$ cat src/rtl/s_fifo_pkg.sv
// s_fifo_pkg: default configuration of the single-clock FIFO.
//   DEF_FIFO_WIDTH / DEF_FIFO_DEPTH / DEF_FIFO_BITS / DEF_FIFO_HALF are the
//   default parameter values of s_fifo. DEF_FIFO_DEPTH must be a power of
//   two, DEF_FIFO_BITS = log2(DEF_FIFO_DEPTH), DEF_FIFO_HALF = DEPTH/2.
//   data_t / ptr_t / count_t are the word, pointer and occupancy types for
//   the default configuration.
package s_fifo_pkg;

    localparam int DEF_FIFO_WIDTH = 8;
    localparam int DEF_FIFO_DEPTH = 16;
    localparam int DEF_FIFO_BITS  = 4;
    localparam int DEF_FIFO_HALF  = 8;

    typedef logic [DEF_FIFO_WIDTH-1:0] data_t;
    typedef logic [DEF_FIFO_BITS-1:0]  ptr_t;
    // One bit wider than a pointer so that "full" (DEPTH) is representable.
    typedef logic [DEF_FIFO_BITS:0]    count_t;

endpackage

$ cat src/rtl/s_fifo_ram.sv
// s_fifo_ram: DEPTH x WIDTH register array, one synchronous write port and
// one synchronous (registered) read port.
//   clock    in  rising-edge clock
//   clr_n    in  asynchronous active-low reset; clears only the read register
//   wr_en    in  write enable: mem[wr_addr] <= wr_data
//   wr_addr  in  write address
//   wr_data  in  write data
//   rd_en    in  read enable: rd_data <= mem[rd_addr]
//   rd_addr  in  read address
//   rd_data  out registered read data; holds when rd_en is low
// The storage array itself is never reset.
module s_fifo_ram #(
    parameter int WIDTH = 8,
    parameter int DEPTH = 16,
    parameter int BITS  = 4
) (
    input  logic             clock,
    input  logic             clr_n,
    input  logic             wr_en,
    input  logic [BITS-1:0]  wr_addr,
    input  logic [WIDTH-1:0] wr_data,
    input  logic             rd_en,
    input  logic [BITS-1:0]  rd_addr,
    output logic [WIDTH-1:0] rd_data
);

    logic [WIDTH-1:0] mem [DEPTH];

    always_ff @(posedge clock) begin
        if (wr_en) begin
            mem[wr_addr] <= wr_data;
        end
    end

    always_ff @(posedge clock or negedge clr_n) begin
        if (!clr_n) begin
            rd_data <= '0;
        end else if (rd_en) begin
            rd_data <= mem[rd_addr];
        end
    end

endmodule

$ cat src/rtl/s_fifo.sv
// s_fifo: single-clock synchronous FIFO with active-low strobes, registered
// read data and occupancy/status outputs.
//   clock     in  rising-edge clock
//   clr_n     in  asynchronous active-low reset
//   data_in   in  write data, sampled when write_n=0
//   read_n    in  active-low read strobe
//   write_n   in  active-low write strobe
//   data_out  out registered read data (valid the cycle after a read accept)
//   full      out counter == FIFO_DEPTH
//   empty     out counter == 0
//   half      out counter >= FIFO_HALF
//   counter   out words stored, 0..FIFO_DEPTH
//   overflow  out (S_FIFO_ERR_FLAGS_EN only) one-cycle pulse: write while full
//   underflow out (S_FIFO_ERR_FLAGS_EN only) one-cycle pulse: read while empty
// Optional feature macro: S_FIFO_ERR_FLAGS_EN.
//
// Handshake: a write is accepted at a rising edge when write_n=0 and full=0;
// a read is accepted when read_n=0 and empty=0. There is no back-pressure
// beyond the flags: a strobe while full/empty is simply dropped.
module s_fifo
    import s_fifo_pkg::*;
#(
    parameter int FIFO_WIDTH = DEF_FIFO_WIDTH,
    parameter int FIFO_DEPTH = DEF_FIFO_DEPTH,
    parameter int FIFO_BITS  = DEF_FIFO_BITS,
    parameter int FIFO_HALF  = DEF_FIFO_HALF
) (
    input  logic                  clock,
    input  logic                  clr_n,
    input  logic [FIFO_WIDTH-1:0] data_in,
    input  logic                  read_n,
    input  logic                  write_n,
    output logic [FIFO_WIDTH-1:0] data_out,
    output logic                  full,
    output logic                  empty,
    output logic                  half,
`ifdef S_FIFO_ERR_FLAGS_EN
    output logic                  overflow,
    output logic                  underflow,
`endif
    output logic [FIFO_BITS:0]    counter
);

    localparam logic [FIFO_BITS:0] DEPTH_C = FIFO_DEPTH[FIFO_BITS:0];
    localparam logic [FIFO_BITS:0] HALF_C  = FIFO_HALF[FIFO_BITS:0];

    logic [FIFO_BITS-1:0] wr_ptr;
    logic [FIFO_BITS-1:0] rd_ptr;
    logic                 wr_en;
    logic                 rd_en;

    // Acceptance is gated by the flags of the current count, so a read on an
    // empty FIFO never sees the word being written in the same cycle.
    assign wr_en = !write_n && !full;
    assign rd_en = !read_n && !empty;

    assign empty = (counter == '0);
    assign full  = (counter == DEPTH_C);
    assign half  = (counter >= HALF_C);

    always_ff @(posedge clock or negedge clr_n) begin
        if (!clr_n) begin
            wr_ptr  <= '0;
            rd_ptr  <= '0;
            counter <= '0;
        end else begin
            // Pointers wrap naturally because FIFO_DEPTH is a power of two.
            if (wr_en) begin
                wr_ptr <= wr_ptr + 1'b1;
            end
            if (rd_en) begin
                rd_ptr <= rd_ptr + 1'b1;
            end
            case ({wr_en, rd_en})
                2'b10:   counter <= counter + 1'b1;
                2'b01:   counter <= counter - 1'b1;
                default: counter <= counter;
            endcase
        end
    end

`ifdef S_FIFO_ERR_FLAGS_EN
    always_ff @(posedge clock or negedge clr_n) begin
        if (!clr_n) begin
            overflow  <= 1'b0;
            underflow <= 1'b0;
        end else begin
            overflow  <= !write_n && full;
            underflow <= !read_n && empty;
        end
    end
`endif

    s_fifo_ram #(
        .WIDTH (FIFO_WIDTH),
        .DEPTH (FIFO_DEPTH),
        .BITS  (FIFO_BITS)
    ) u_ram (
        .clock   (clock),
        .clr_n   (clr_n),
        .wr_en   (wr_en),
        .wr_addr (wr_ptr),
        .wr_data (data_in),
        .rd_en   (rd_en),
        .rd_addr (rd_ptr),
        .rd_data (data_out)
    );

endmodule

$ cat config.mk
export PLATFORM = sky130hd
export DESIGN_NAME = s_fifo
export DESIGN_NICKNAME = d
export VERILOG_FILES = /design/src/rtl/s_fifo_pkg.sv /design/src/rtl/s_fifo_ram.sv /design/src/rtl/s_fifo.sv
export SDC_FILE = /design/constraint.sdc
export NUM_CORES = 1
export LEC_CHECK = 0
export CAP_MARGIN = 25
export CORE_MARGIN = 2
export CORE_UTILIZATION = 51
export CTS_CLUSTER_SIZE = 28
export DETAILED_ROUTE_END_ITERATION = 6
export PLACE_DENSITY = 0.69
export REMOVE_ABC_BUFFERS = 1
export SLEW_MARGIN = 5
export SYNTH_ARGS = -nofsm -noshare
export SYNTH_HDL_FRONTEND = slang
export SYNTH_SLANG_ARGS = --single-unit
$ cat constraint.sdc
create_clock -name clock -period 5.9 [get_ports clock]
set_input_delay 1.77 -clock clock [delete_from_list [all_inputs] [get_ports clock]]
set_output_delay 1.77 -clock clock [all_outputs]
set_load 0.005 [all_outputs]
==> impl_results.md <==
- 1st-iter DRT viols: 169
- FMAX: 0.254 GHz
- Tot Pwr: 3.28 mW
- Ys flop type: edfxtp_1
- Final setup vio count: 0
- Reg2Reg Setup Slack: 2.73 ns
- Arrival @ worst endpoint: 4.27 ns
- Unique cell type count in the Yosys netlist: 36
- Mapped cell area: 6010 um2
- Total CTS buffers: 17
- First-pass GRT wire length: 16.7 mm
- Postcts setup bufs: 0
- Slew @ Worst Pin: 0.964 ns
- RSZ-0062 raised after global routing: no
- Port bufs: 27
- Worst R2R End: counter[4]$_DFFE_PN0P_
- Via density: 5.60
- Worst hold path type: reg -> reg
- Synth Instances: 308
- Starting Density: 0.524
- Highest-delay cell along the critical path: a21o_1
- Post-Layout Cell Count: 500
- Final wirelength: 10.6 mm
- Largest net degree at the start of global routing: 35
- Post-synth EDFFs: 128
- Initial antenna violation count: 0
- Leak pwr: 2.41 nW
- Antenna-violating nets left: 0
- Peak supply drop: 375 uV
- Hold Vio Cnt, Final: 0
- CP bufs+invs: 2
- P per Cell Area: 474 nW/um2
- Share of layout cells above drive strength 1: 0.165
- Final Net Count: 366
- WHS Path Cells: 1
- Gr ovfl total: 0
- Fillers: 818
- Longest Clk Path Bufs: 2
- Clock Sinks: 149
- Ports: 28
- Via count: 2800
- Multi-input logic area: 1490 um2
- Die X: 113 um
- ANT cells: 0
- Crit path launch type: primary input
- Slew Limit Headroom: 0.355
- Register area: 4370 um2
- #FFs+latches synth: 149
- Worst endpoint required time: 6.24 ns
- Final HPWL DP: 6.51 mm
- Die area: 12700 um2
- Placement row count: 39
- DRC: 0
- Reg clk slew, reported paths: 0.06 ns
- Worst r2r src: counter[0]$_DFFE_PN0P_
- Hold endpoint: u_ram.rd_data[1]$_DFFE_PN0P_
- Critical path capture point type: flip-flop
- Crit-path max cell delay: 0.51 ns
- Post-synth ARST share: 0.141
- Clk_skew: 0.00653 ns
- YS warnings: 0
- Final worst path period share: 0.666
- Clock Latency Late Sink: 0.42 ns
- Sequential area share after synthesis: 0.726
- Avg WL per Cell: 21.2 um
- Core area: 11500 um2
- CTS Hold Bufs: 0
- Setup TNS: 0 ns
- Hold Path Origin: u_ram.rd_data[1]$_DFFE_PN0P_
- Path depth of the worst reg2reg path: 9
- Crit Path Max Fanout: 20
- Area after DPL: 6380 um2
- Status: finished clean
- Min Tclk post-route: 3.93 ns
- Kind of critical path: in -> reg
- Mean Syn Cell Area: 19.5 um2
- Global placer's final weighted congestion: 0.728
- Max cap viols: 0
- CTS HTree Levels: 4
- CTS resizes: 0
- Critical Path Most Common Cell: a21o_1
- Crit-path leading delay family: compound AO/OA/AOI/OAI gates
- Max Slew Vio Count: 0
- Root buf cell: clkbuf_16
- Area Overhead vs Synth: 14.8%
- TritonRoute pass-1 iters: 4
- Critical-path cell list: clkdlybuf4s50_1 > a21o_1 > inv_2 > ha_1 > fa_1 > a21o_1 > a21oi_1 > mux2i_1 > xnor2_1
- Placed cells: 467
- Die Ht: 113 um
- Vias in the first global route: 2893
- CTS tree: done
- GRT Util Overall: 0.186
- Post-route cell area: 6900 um2
## worst reg2reg max path: cells and delay by family, from the launching register on
| family | cells | cell delay, ns |
|---|---|---|
| fa+ha+maj | 2 | 0.74 |
| mux | 1 | 0.23 |
| xor+xnor | 1 | 0.13 |
| flops | 1 | 0.46 |
| compound gates | 3 | 0.95 |
| buf+inv | 1 | 0.10 |
| simple gates | 1 | 0.48 |
## cells in the mapped netlist (2+ instances only)
cell type / count / share of area
nor3_1: 4 / 0.0033
mux4_1: 10 / 0.044
a211oi_1: 8 / 0.010
buf_2: 4 / 0.0033
xnor2_1: 8 / 0.012
ha_1: 9 / 0.019
edfxtp_1: 128 / 0.64
buf_12: 2 / 0.0067
buf_6: 2 / 0.0037
nand2_1: 12 / 0.0075
mux4_2: 22 / 0.082
inv_1: 4 / 0.0025
a21oi_1: 2 / 0.0017
a21o_1: 11 / 0.014
o21ai_0: 3 / 0.0025
clkbuf_1: 2 / 0.0012
mux2i_1: 9 / 0.015
buf_4: 4 / 0.0050
o22ai_1: 8 / 0.0083
xor2_1: 2 / 0.0029
dfrtp_1: 21 / 0.087
nor2_1: 16 / 0.010
nand2b_1: 3 / 0.0031
buf_1: 2 / 0.0012
## how the worst max path moves through the flow
stage,from,endpoint,slack [ns],cells past startpoint
3_5_place_dp,read_n,counter[4]$_DFFE_PN0P_,1.56,9
2_1_floorplan,read_n,counter[4]$_DFFE_PN0P_,2.26,8
3_3_place_gp,read_n,counter[4]$_DFFE_PN0P_,1.60,9
5_1_grt,read_n,counter[4]$_DFFE_PN0P_,1.76,9
6_report,read_n,counter[4]$_DFFE_PN0P_,1.97,9
4_1_cts,read_n,counter[4]$_DFFE_PN0P_,1.98,9
## per-layer routing
| layer | vias to the layer above | track usage | part of all wire |
|---|---|---|---|
| met5 | - | 0 | 0 |
| met4 | 0 | 0.0837 | 0.019 |
| met3 | 14 | 0.0475 | 0.052 |
| met2 | 62 | 0.295 | 0.51 |
| met1 | 1417 | 0.247 | 0.42 |
| li1 | 1307 | - | - |
## where the power goes
group	leakage (nW)	switching, mW	internal [mW]
Sequential	1.41	0.132	1.31
Clock	0.242	0.386	0.524
Combinational	0.765	0.436	0.485
Total	2.41	0.955	2.32
## kinds of logic (layout without fill, tap and decap cells)
group           count (synthesis)  count (layout)  synth area share
compound gates                 33              33            0.0377
xor+xnor                       10              10            0.0146
fa+ha+maj                      10              10            0.0221
buf+inv                        22              71            0.0252
flops                         149             149             0.726
mux                            42              42             0.143
simple gates                   42              42            0.0312
## cell usage in the layout (no fill, tap or decap), drive strengths merged, types with 8 or more instances in the layout
master	Yosys	final
nand2	12	12
a211oi	8	8
xnor2	8	8
edfxtp	128	128
mux4	32	32
ha	9	9
clkinv	0	10
a21o	11	11
mux2i	9	9
o22ai	8	8
clkbuf	3	19
nor2	16	16
clkdlybuf4s50	0	27
dfrtp	21	21
## sequential cells by signal (all words and copies together) (netlist names)
| signal | cells |
|---|---|
| wr_ptr | 4 |
| u_ram.mem | 128 |
| u_ram.rd_data | 8 |
| rd_ptr | 4 |
| counter | 5 |
## final cells by class
class	instances	area share
flip-flops and latches	149	0.633
repair buffers	34	0.0497
well taps	143	0.0259
multi-input cells	137	0.216
inverters	5	0.00272
clock buffers	19	0.0627
clock inverters	13	0.00979
## metrics by stage
| stage | worst slack, ns | hold WS (ns) | utilization |
|---|---|---|---|
| floorplan | 2.26 | 0.474 | - |
| global placement | 1.60 | 0.461 | 0.556 |
| detailed placement | 1.56 | 0.465 | 0.556 |
| CTS | 1.98 | 0.479 | 0.600 |
| global route | 1.76 | 0.486 | 0.602 |
| finish | 1.97 | 0.471 | 0.602 |
Power figures use the tool's default switching activity.
